## config.mk

```make
export PLATFORM = sky130hd
export DESIGN_NAME = if_fetch_unit
export DESIGN_NICKNAME = d
export VERILOG_FILES = /design/src/rtl/if_fetch_unit.sv
export SDC_FILE = /design/constraint.sdc
export NUM_CORES = 1
export LEC_CHECK = 0
export ABC_AREA = 0
export ABC_CLOCK_PERIOD_IN_PS = 2400
export CORE_ASPECT_RATIO = 0.7
export CORE_MARGIN = 2
export CORE_UTILIZATION = 45
export DETAILED_ROUTE_END_ITERATION = 16
export PLACE_DENSITY = 0.89
export SETUP_SLACK_MARGIN = 0.4
export SLEW_MARGIN = 20
export SYNTH_ARGS = -nofsm -noshare
export SYNTH_HDL_FRONTEND = slang
export SYNTH_SLANG_ARGS = --single-unit
```

## constraint.sdc

```tcl
create_clock -name clk -period 2.4 [get_ports clk]
set_input_delay 0.24 -clock clk [delete_from_list [all_inputs] [get_ports clk]]
set_output_delay 0.24 -clock clk [all_outputs]
set_load 0.05 [all_outputs]
```

## src/rtl/if_fetch_unit.sv

```systemverilog
// Instruction-fetch stage: owns the PC, issues one outstanding imem request at a time, feeds IF/ID.
// Optional misaligned-redirect trap under `IF_MISALIGN_TRAP_EN (adds fault_o and a sticky FAULT state).
module if_fetch_unit #(
  parameter int             N         = 32,
  parameter logic [N-1:0]   RESET_PC  = '0,
  parameter logic [N-1:0]   NOP_INSTR = 32'h00000013
) (
  input  logic         clk,
  input  logic         reset,
  input  logic         stall_i,
  input  logic         redirect_i,
  input  logic [N-1:0] redirect_pc_i,
  output logic         imem_req_o,
  output logic [N-1:0] imem_addr_o,
  input  logic         imem_ready_i,
  input  logic [N-1:0] imem_rdata_i,
  output logic         valid_o,
  output logic [N-1:0] pc_o,
  output logic [N-1:0] instr_o,
`ifdef IF_MISALIGN_TRAP_EN
  output logic         fault_o,
`endif
  output logic [N-1:0] pc_plus4_o
);

  typedef enum logic [2:0] {
    S_IDLE, S_FETCH, S_DRAIN, S_HOLD
`ifdef IF_MISALIGN_TRAP_EN
    , S_FAULT
`endif
  } state_e;

  state_e       state_q, state_d;
  logic [N-1:0] pc_q, pc_d;
  logic [N-1:0] pend_q, pend_d;
  logic [N-1:0] instr_q, instr_d;
  logic [N-1:0] tgt;
  logic         ld_en;
  logic [N-1:0] ld_val;

  // Trap build keeps the raw target so the misalignment is still visible when it is loaded.
`ifdef IF_MISALIGN_TRAP_EN
  assign tgt = redirect_pc_i;
`else
  assign tgt = {redirect_pc_i[N-1:2], 2'b00};
`endif

  always_ff @(posedge clk or negedge reset) begin
    if (!reset) begin
      state_q <= S_IDLE;
      pc_q    <= RESET_PC;
      pend_q  <= RESET_PC;
      instr_q <= NOP_INSTR;
    end else begin
      state_q <= state_d;
      pc_q    <= pc_d;
      pend_q  <= pend_d;
      instr_q <= instr_d;
    end
  end

  always_comb begin
    state_d = state_q;
    pc_d    = pc_q;
    pend_d  = pend_q;
    instr_d = instr_q;
    ld_en   = 1'b0;
    ld_val  = tgt;
    case (state_q)
      S_IDLE: begin
        state_d = S_FETCH;
        ld_en   = redirect_i;
      end
      S_FETCH: begin
        if (imem_ready_i) begin
          if (redirect_i) ld_en = 1'b1;
          else begin
            instr_d = imem_rdata_i;
            state_d = S_HOLD;
          end
        end else if (redirect_i) begin
          pend_d  = tgt;
          state_d = S_DRAIN;
        end
      end
      S_DRAIN: begin
        // Address must stay put until the stale response lands; latest redirect wins.
        if (redirect_i) pend_d = tgt;
        if (imem_ready_i) begin
          ld_en   = 1'b1;
          ld_val  = redirect_i ? tgt : pend_q;
          state_d = S_FETCH;
        end
      end
      S_HOLD: begin
        if (redirect_i) begin
          ld_en   = 1'b1;
          state_d = S_FETCH;
        end else if (!stall_i) begin
          pc_d    = pc_q + N'(4);
          state_d = S_FETCH;
        end
      end
      default: state_d = state_q;
    endcase
    if (ld_en) begin
      pc_d = ld_val;
`ifdef IF_MISALIGN_TRAP_EN
      if (|ld_val[1:0]) state_d = S_FAULT;
`endif
    end
  end

  assign imem_req_o  = (state_q == S_FETCH) || (state_q == S_DRAIN);
  assign imem_addr_o = pc_q;
  assign valid_o     = (state_q == S_HOLD) && !redirect_i;
  assign instr_o     = valid_o ? instr_q : NOP_INSTR;
  assign pc_o        = pc_q;
  assign pc_plus4_o  = pc_q + N'(4);
`ifdef IF_MISALIGN_TRAP_EN
  assign fault_o     = (state_q == S_FAULT);
`endif

endmodule

```

* Word level (Yosys, flattened, before mapping)
Index checks and enable logic that the tools add are counted.
** Storage, ports and cells
- Register bits after elaboration :: 99
- Input port bits :: 69
- Word-level logic and storage cells :: 48
** Cells by class
- Muxes and demuxes :: 21
- Add/subtract/negate cells :: 1
- Reduce and logical (&&, ||, !) cells :: 11
- Equality and inequality tests :: 10
- Bitwise operators :: 1
** Operator list (count)
- $mux W32 :: 9
- $pmux W32 S2 :: 1
- $add A32 B3 Y32 const B :: 1
- $mux W3 :: 6
- $pmux W3 S4 :: 1
- $ne A3 B3 Y1 const B :: 3
- $eq A3 B2 Y1 const B :: 2
- $reduce_and A3 Y1 :: 2
- $reduce_and A5 Y1 :: 1
- $ne A2 B1 Y1 const B :: 2
- $ne A2 B2 Y1 const B :: 2
- $pmux W1 S4 :: 1
- $reduce_bool A2 Y1 :: 2
- $reduce_bool A4 Y1 :: 1
- $eq A3 B1 Y1 const B :: 1
- $logic_not A3 Y1 :: 1
- $mux W1 :: 3
- $reduce_and A2 Y1 :: 1
- $logic_and A1 B1 Y1 :: 1
- $logic_not A1 Y1 :: 1
- $logic_or A1 B1 Y1 :: 1
- $not A1 Y1 :: 1

* Logic depth before layout (Yosys ltp)
Gate-level depths: netlist (run 1).
- Depth in word-level cells :: 5
- Gate-level depth with buffers :: 8

* Worst setup path before layout (run 1)
Ideal clock, no wire load.
- Path type :: reg-to-output
- From :: register pc_q[4] (netlist: imem_addr_o[4])
- To :: output port pc_plus4_o[29]
- Arrival time :: 2.950 ns
- Path slack :: -0.790 ns
- Data required time :: 2.160 ns
- Stages on the path, launching flop included :: 7
- Cells stage by stage :: dfrtp_1 > buf_2 > nand4_1 > or4_4 > buf_6 > or3_1 > xnor2_1
** Between the ends
- Longest elaborated chain between the ends :: 1
** RTL lines
- from (decl) :: RTL line 34 : logic [N-1:0] pc_q, pc_d;
- from (signal assigned) :: RTL line 56 : pc_q <= pc_d;
- $add A32 B3 Y32 :: RTL line 119 : assign pc_plus4_o = pc_q + N'(4);
- to (decl) :: RTL line 23 : output logic [N-1:0] pc_plus4_o
Every way passes these cells.

* Final worst setup path (run 1)
- From :: register pc_q[22] (netlist: imem_addr_o[22])
- To :: output port pc_plus4_o[29]
The elaborated chain is that of the path after synthesis.

==> run summary, run 1 <==
Antenna violations before repair: 1
Violated checks: setup timing
Crit path max fanout: 10
Die Wd: 139 um
Clk sinks: 98
Antenna viol nets, final: 0
Mapped Area: 5720 sq um
Worst skew pair latency: 0.36 ns
Crit path kind: flop to output port
Vias: 6093
Worst r2r src: imem_addr_o[6]$_DFFE_PN0P_
Worst-margin pin slew: 0.720 ns
Total GRT Usage: 30.2%
Final WS setup: -0.146 ns
Cts bufs inserted: 9
H-tree depth: 3
Largest net degree at the start of global routing: 53
Synthesized instance count: 557
Wire length per cell: 25.8 um
Primary FF master, synth: dfrtp_1
Crit end category: output port
Diode count: 0
Final setup fails: 12
Number of I/O port buffers: 196
Final Critical Period: 2.55 ns
DR pass1 iterations: 6
Avg Cell Area, Syn: 10.3 sq um
Fraction of layout cells with a size suffix above 1: 50.9%
Final hold violations: 0
Seq/Total Area, Yosys: 42.9%
Final TNS setup: -0.824 ns
Worst EP arrival: 2.31 ns
Slew Limit Headroom: 52.0%
Die span in y: 98.3 um
Drt initial violations: 676
Final Core Density: 84.0%
Die area: 13600 sq um
GPL Wtd Cong: 0.873
Skew final: 0.0204 ns
Root Driver: clkbuf_16
Final HPWL DP: 13300 um
R2R cell count: 8
Leakage: 4.33 nW
GRT Residual Overflow: 0
RSZ-0062 raised after global routing: yes
Starting Density: 46.0%
Slew Limit Fails: 0
Crit share post-route: 106%
Total Routed Length: 24900 um
Status: complete, but fails checks
Fin nets: 871
Area Overhead vs Synth: 82.5%
Hold Path Class: input pin to asynchronous set/reset pin
Synth warn: 0
Vias in the first global route: 5839
CP Launch Point: imem_addr_o[22]$_DFFE_PN0P_
Seq cells post-synth: 98
FFs w/ async S/R, synth: 100%
Power Density: 1620 nW/um^2
Core Footprint: 12400 sq um
Worst EP required: 2.16 ns
Post-synth EDFFs: 0
# rows: 34
Drt drc: 0
VDD IR max: 0.00116 V
CP Launch Type: flop
Filler instances: 550
CTS tree: built
First-pass GRT wire length: 32400 um
Clock slew at reported path FFs: 0.07 ns
DR vias/cell: 6.32
Clock tree buffer depth: 2
Maximum Capacitance Violations: 0
Synthesized net count: 631
# IOs: 199
Max frequency: 0.393 GHz
Post-synth cell types: 46
[where the power goes]
| group | total (mW) | switching [mW] | internal, mW |
|---|---|---|---|
| Combinational | 12.0 | 7.10 | 4.90 |
| Sequential | 3.42 | 0.875 | 2.54 |
| Clock | 1.52 | 0.679 | 0.840 |
[logic make-up (layout without fill, tap and decap cells)]
logic type	Yosys count	count (layout)	share of synthesized area (%)
mux	66	66	12.9
xor+xnor	38	38	5.82
buf+inv	82	327	7.94
simple gates	179	179	18.8
flops	98	98	42.9
compound gates	89	89	10.4
fa+ha+maj	5	5	1.09
[timing repair]
item	CTS	global route
pin swaps	41	41
hold endpoints to repair	48	0
setup endpoints to repair	103	126
gates resized for setup	78	125
buffers inserted	41	21
gates cloned	1	1
hold buffers	1	0
[cell usage after synthesis (14+ instances only)]
library cell | count | area, sq um
xnor2_1 | 21 | 184
mux2_2 | 63 | 709
xor2_1 | 17 | 149
a31oi_1 | 18 | 113
nand2_1 | 21 | 78.8
a211oi_1 | 29 | 218
and2_1 | 45 | 282
buf_4 | 34 | 255
clkbuf_1 | 26 | 97.6
nor3_1 | 14 | 70.1
nor2b_1 | 15 | 93.8
dfrtp_1 | 95 | 2380
[final cells by class]
type,instances,area (sq um),area share (%)
flip-flops and latches,98,2490,23.9
clock inverters,6,66.3,0.635
inverters,7,26.3,0.252
clock buffers,10,239,2.29
multi-input cells,377,3890,37.3
well taps,162,203,1.94
repair buffers,304,3510,33.7
[worst paths after layout]
kind                                               endpoint  slack, ns
worst max-delay path                         pc_plus4_o[29]      -0.15
worst min-delay path            imem_addr_o[18]$_DFFE_PN0P_       0.49
worst max register to register  imem_addr_o[18]$_DFFE_PN0P_      -0.10
worst min register to register   imem_addr_o[0]$_DFFE_PN0P_       0.50
max in group asynchronous            state_q[0]$_DFFE_PN0P_       1.14
min in group clk                     instr_q[9]$_DFFE_PN0P_       0.50
[flip-flops by register name (all words and copies together), names as in the netlist]
register / count
state_q: 2
instr_q: 32
imem_addr_o: 32
pend_q: 32
[layout by cell type (no fill, tap or decap), drive strengths merged, types with 10 or more instances in the layout]
master         instances
xor2                  17
nand2                 21
dlygate4sd2           20
or4                   14
o31ai                 10
dlymetal6s2s          21
xnor2                 21
nor2b                 15
nand3                 13
and2                  45
nor3                  14
a211oi                29
clkbuf                15
a31oi                 18
nand4                 14
mux2                  63
dfrtp                 95
a21oi                 13
clkdlybuf4s50         90
buf                  167
[stage by stage]
step           area [sq um]  power (mW)  worst slack [ns]  hold slack (ns)  std cells
2_1_floorplan          6380        9.98            -0.115          -0.0556        557
3_3_place_gp           8940        13.3             0.128            0.318        883
3_5_place_dp           8940        13.6            0.0740            0.325        883
4_1_cts                9770        15.6           -0.0777            0.497        942
5_1_grt               10400        17.4            -0.182            0.506        964
6_report              10400        16.9            -0.146            0.492        964
[worst max-delay path: stages, from the launching register on]
cell and delay, ns:
dfrtp_2 0.52, and4_1 0.36, nand4_1 0.24, or3_4 0.50
xnor2_4 0.18, buf_12 0.15
[metal layers]
layer	share of wire [%]	track usage, %	wire [um]
met5	0.044	0	11
met3	11	7.85	2760
met2	48	51.5	11900
met4	5.8	12.6	1450
met1	35	36.7	8800
(Power assumes the default switching activity.)
==> run 2: changes to the inputs <==
--- a/config.mk
+++ b/config.mk
@@ -7,6 +7,7 @@
 export LEC_CHECK = 0
 export ABC_AREA = 0
 export ABC_CLOCK_PERIOD_IN_PS = 2400
+export CAP_MARGIN = 15
 export CORE_ASPECT_RATIO = 0.7
 export CORE_MARGIN = 2
 export CORE_UTILIZATION = 45
==> results of run 2 <==
Same layout as run 1: the final DEF is identical, and so are final timing and power.
==> run 3: changes to the inputs <==
--- a/config.mk
+++ b/config.mk
@@ -13,6 +13,7 @@
 export CORE_UTILIZATION = 45
 export DETAILED_ROUTE_END_ITERATION = 16
 export PLACE_DENSITY = 0.89
+export REMOVE_ABC_BUFFERS = 1
 export SETUP_SLACK_MARGIN = 0.4
 export SLEW_MARGIN = 20
 export SYNTH_ARGS = -nofsm -noshare
==> run 3 against run 2 <==
  * The run still ends with setup timing left
  * Non-clock buffer count fell by 16
  * Utilization fell by 5.2 points
  * Highest routed layer is now met4
  * Clock skew fell by 0.011 ns
==> run summary, run 3 (synthesis gave the netlist of run 1 again) <==
Status: complete, but fails checks (unchanged)
Violated checks: setup timing (unchanged)
Maximum Capacitance Violations: 0 (unchanged)
Busiest grt layer: met2 (unchanged)
Skew final: 0.00975 ns (was 0.0204 ns)
Vias: 5850 (was 6093)
Crit path kind: flop to output port (unchanged)
Antenna viol nets, final: 0 (unchanged)
Met1 GRT Util: 33.7% (was 36.7%)
H-tree depth: 3 (unchanged)
Max frequency: 0.376 GHz (was 0.393 GHz)
Die area: 13600 sq um (unchanged)
Crit end category: output port (unchanged)
Crit-path slowest cell: or4_4 (was dfrtp_2)
Final WS setup: -0.260 ns (was -0.146 ns)
# rows: 34 (unchanged)
Area Overhead vs Synth: 71.1% (was 82.5%)
M2 GR Usage: 49.2% (was 51.5%)
Cts bufs inserted: 9 (unchanged)
Slew Limit Headroom: 48.2% (was 52.0%)
Hold Path Class: input pin to asynchronous set/reset pin (unchanged)
First-pass GRT wire length: 29800 um (was 32400 um)
Number of I/O port buffers: 196 (unchanged)
Final Core Density: 78.8% (was 84.0%)
Final TNS setup: -2.23 ns (was -0.824 ns)
R2R cell count: 7 (was 8)
Commonest cells after routing, fill and taps aside: dfrtp_1 (93), clkdlybuf4s50_1 (92), buf_4 (77), mux2_2 (63), buf_12 (51) (was clkdlybuf4s50_1 (90), buf_4 (78), dfrtp_1 (73), mux2_2 (63), buf_12 (61))
CP Launch Type: flop (unchanged)
Worst EP arrival: 2.42 ns (was 2.31 ns)
CP delay by family, top: simple AND/OR/NAND/NOR gates (unchanged)
Dpl cell area: 8390 sq um (was 8940 sq um)
Final Critical Period: 2.66 ns (was 2.55 ns)
Leakage: 4.18 nW (was 4.33 nW)
Flop2flop setup slack: -0.06 ns (was -0.10 ns)
Commonest non-fill, non-tap cell in the layout: dfrtp_1 (was clkdlybuf4s50_1)
Die Wd: 139 um (unchanged)
Fin area: 9780 sq um (was 10400 sq um)
Final setup fails: 17 (was 12)
Worst EP required: 2.16 ns (about the same)
Largest net degree at the start of global routing: 48 (was 53)
Diode count: 0 (unchanged)
CP cell instances: nand4_1 > or4_4 > or3_4 > xnor2_4 > buf_12 (was and4_1 > nand4_1 > or3_4 > xnor2_4 > buf_12)
GPL Wtd Cong: 0.873 (about the same)
Total GRT Usage: 27.6% (was 30.2%)
CTS tree: built (unchanged)
Root Driver: clkbuf_16 (unchanged)
Starting Density: 46.0% (unchanged)
Clk sinks: 98 (unchanged)
Worst Setup EP: pc_plus4_o[29] (unchanged)
DR pass1 iterations: 5 (was 6)
Final std cells w/o fill: 948 (was 964)
Worst skew pair latency: 0.36 ns (about the same)
Die span in y: 98.3 um (unchanged)
GR Layer Usage met3: 5.20% (was 7.85%)
Clock tree buffer depth: 2 (unchanged)
CP Launch Point: imem_addr_o[2]$_DFFE_PN0P_ (was imem_addr_o[22]$_DFFE_PN0P_)
Power Density: 1630 nW/um^2 (was 1620 nW/um^2)
Critical path depth: 5 (unchanged)
DR vias/cell: 6.17 (was 6.32)
Drt drc: 0 (unchanged)
Antenna violations before repair: 0 (was 1)
RSZ-0062 raised after global routing: yes (unchanged)
Clock slew at reported path FFs: 0.07 ns (about the same)
Final hold violations: 0 (unchanged)
VDD IR max: 0.00109 V (was 0.00116 V)
Total Routed Length: 22700 um (was 24900 um)
Worst r2r src: state_q[0]$_DFFE_PN0P_ (was imem_addr_o[6]$_DFFE_PN0P_)
Wire length per cell: 23.9 um (was 25.8 um)
Final HPWL DP: 13000 um (was 13300 um)
# IOs: 199 (unchanged)
Vias in the first global route: 5582 (was 5839)
GRT Residual Overflow: 0 (unchanged)
Reg-to-reg critical path endpoint: imem_addr_o[25]$_DFFE_PN0P_ (was imem_addr_o[18]$_DFFE_PN0P_)
Crit path max fanout: 4 (was 10)
Core Footprint: 12400 sq um (unchanged)
CP max stage delay: 0.60 ns (was 0.52 ns)
Fin nets: 855 (was 871)
Slew Limit Fails: 0 (unchanged)
Crit share post-route: 111% (was 106%)
Fraction of layout cells with a size suffix above 1: 42.1% (was 50.9%)
WP buf/inv: 1 (unchanged)
DP Cell Count: 890 (was 883)
Drt initial violations: 679 (was 676)
Worst-margin pin slew: 0.772 ns (was 0.720 ns)
-- run 3: changes by cell type in the layout (fill, tap and decap cells not counted), sizes merged --
cell	change
buf	-25
clkbuf	+4
bufbuf	+2
dlymetal6s2s	+2
dlygate4sd2	-1
inv	+2
clkdlybuf4s50	+2
clkinvlp	+1
clkinv	-3
-- run 3: where the power goes --
group | switching, mW | internal, mW
sequential | 0.828 | 2.49
clock | 0.693 | 0.814
combinational | 6.56 | 4.59
-- run 3: worst min path at each step --
stage | from | to | slack [ns]
finish | reset | instr_q[11]$_DFFE_PN0P_ | 0.46
global route | reset | instr_q[11]$_DFFE_PN0P_ | 0.50
CTS | reset | instr_q[11]$_DFFE_PN0P_ | 0.47
detailed placement | reset | instr_q[11]$_DFFE_PN0P_ | 0.30
global placement | reset | instr_q[18]$_DFFE_PN0P_ | 0.28
floorplan | reset | imem_addr_o[0]$_DFFE_PN0P_ | -0.06
-- run 3: per-stage QoR --
step	hold WS [ns]	setup slack, ns	power [mW]
after floorplan	-0.0556	-1.10	8.76
after global placement	0.283	0.129	12.7
after detailed placement	0.297	0.0955	13.0
after CTS	0.467	-0.142	15.0
after global routing	0.502	-0.261	16.4
final	0.457	-0.260	16.0
-- run 3: layer usage --
metal / vias up / part of all wire, % / wire, um
li1: 2407 / - / -
met1: 2862 / 37 / 8390
met2: 438 / 48 / 11000
met3: 143 / 8.9 / 2020
met4: 0 / 5.7 / 1290
met5: - / 0 / 0
-- run 3: layout make-up --
cell class	count	area, sq um
repair buffers	288	3430
clock inverters	6	65.1
fillers	635	2640
inverters	7	26.3
clock buffers	10	229
multi-input cells	377	3380
flip-flops and latches	98	2460
well taps	162	203
-- run 3: what timing repair did --
item | CTS | global route
endpoints found under the hold margin | 41 | 0
endpoints found under the setup margin | 88 | 110
gates cloned | 0 | 4
pin swaps | 24 | 27
hold buffers | 1 | 0
setup buffers | 22 | 15
resized for setup | 86 | 105
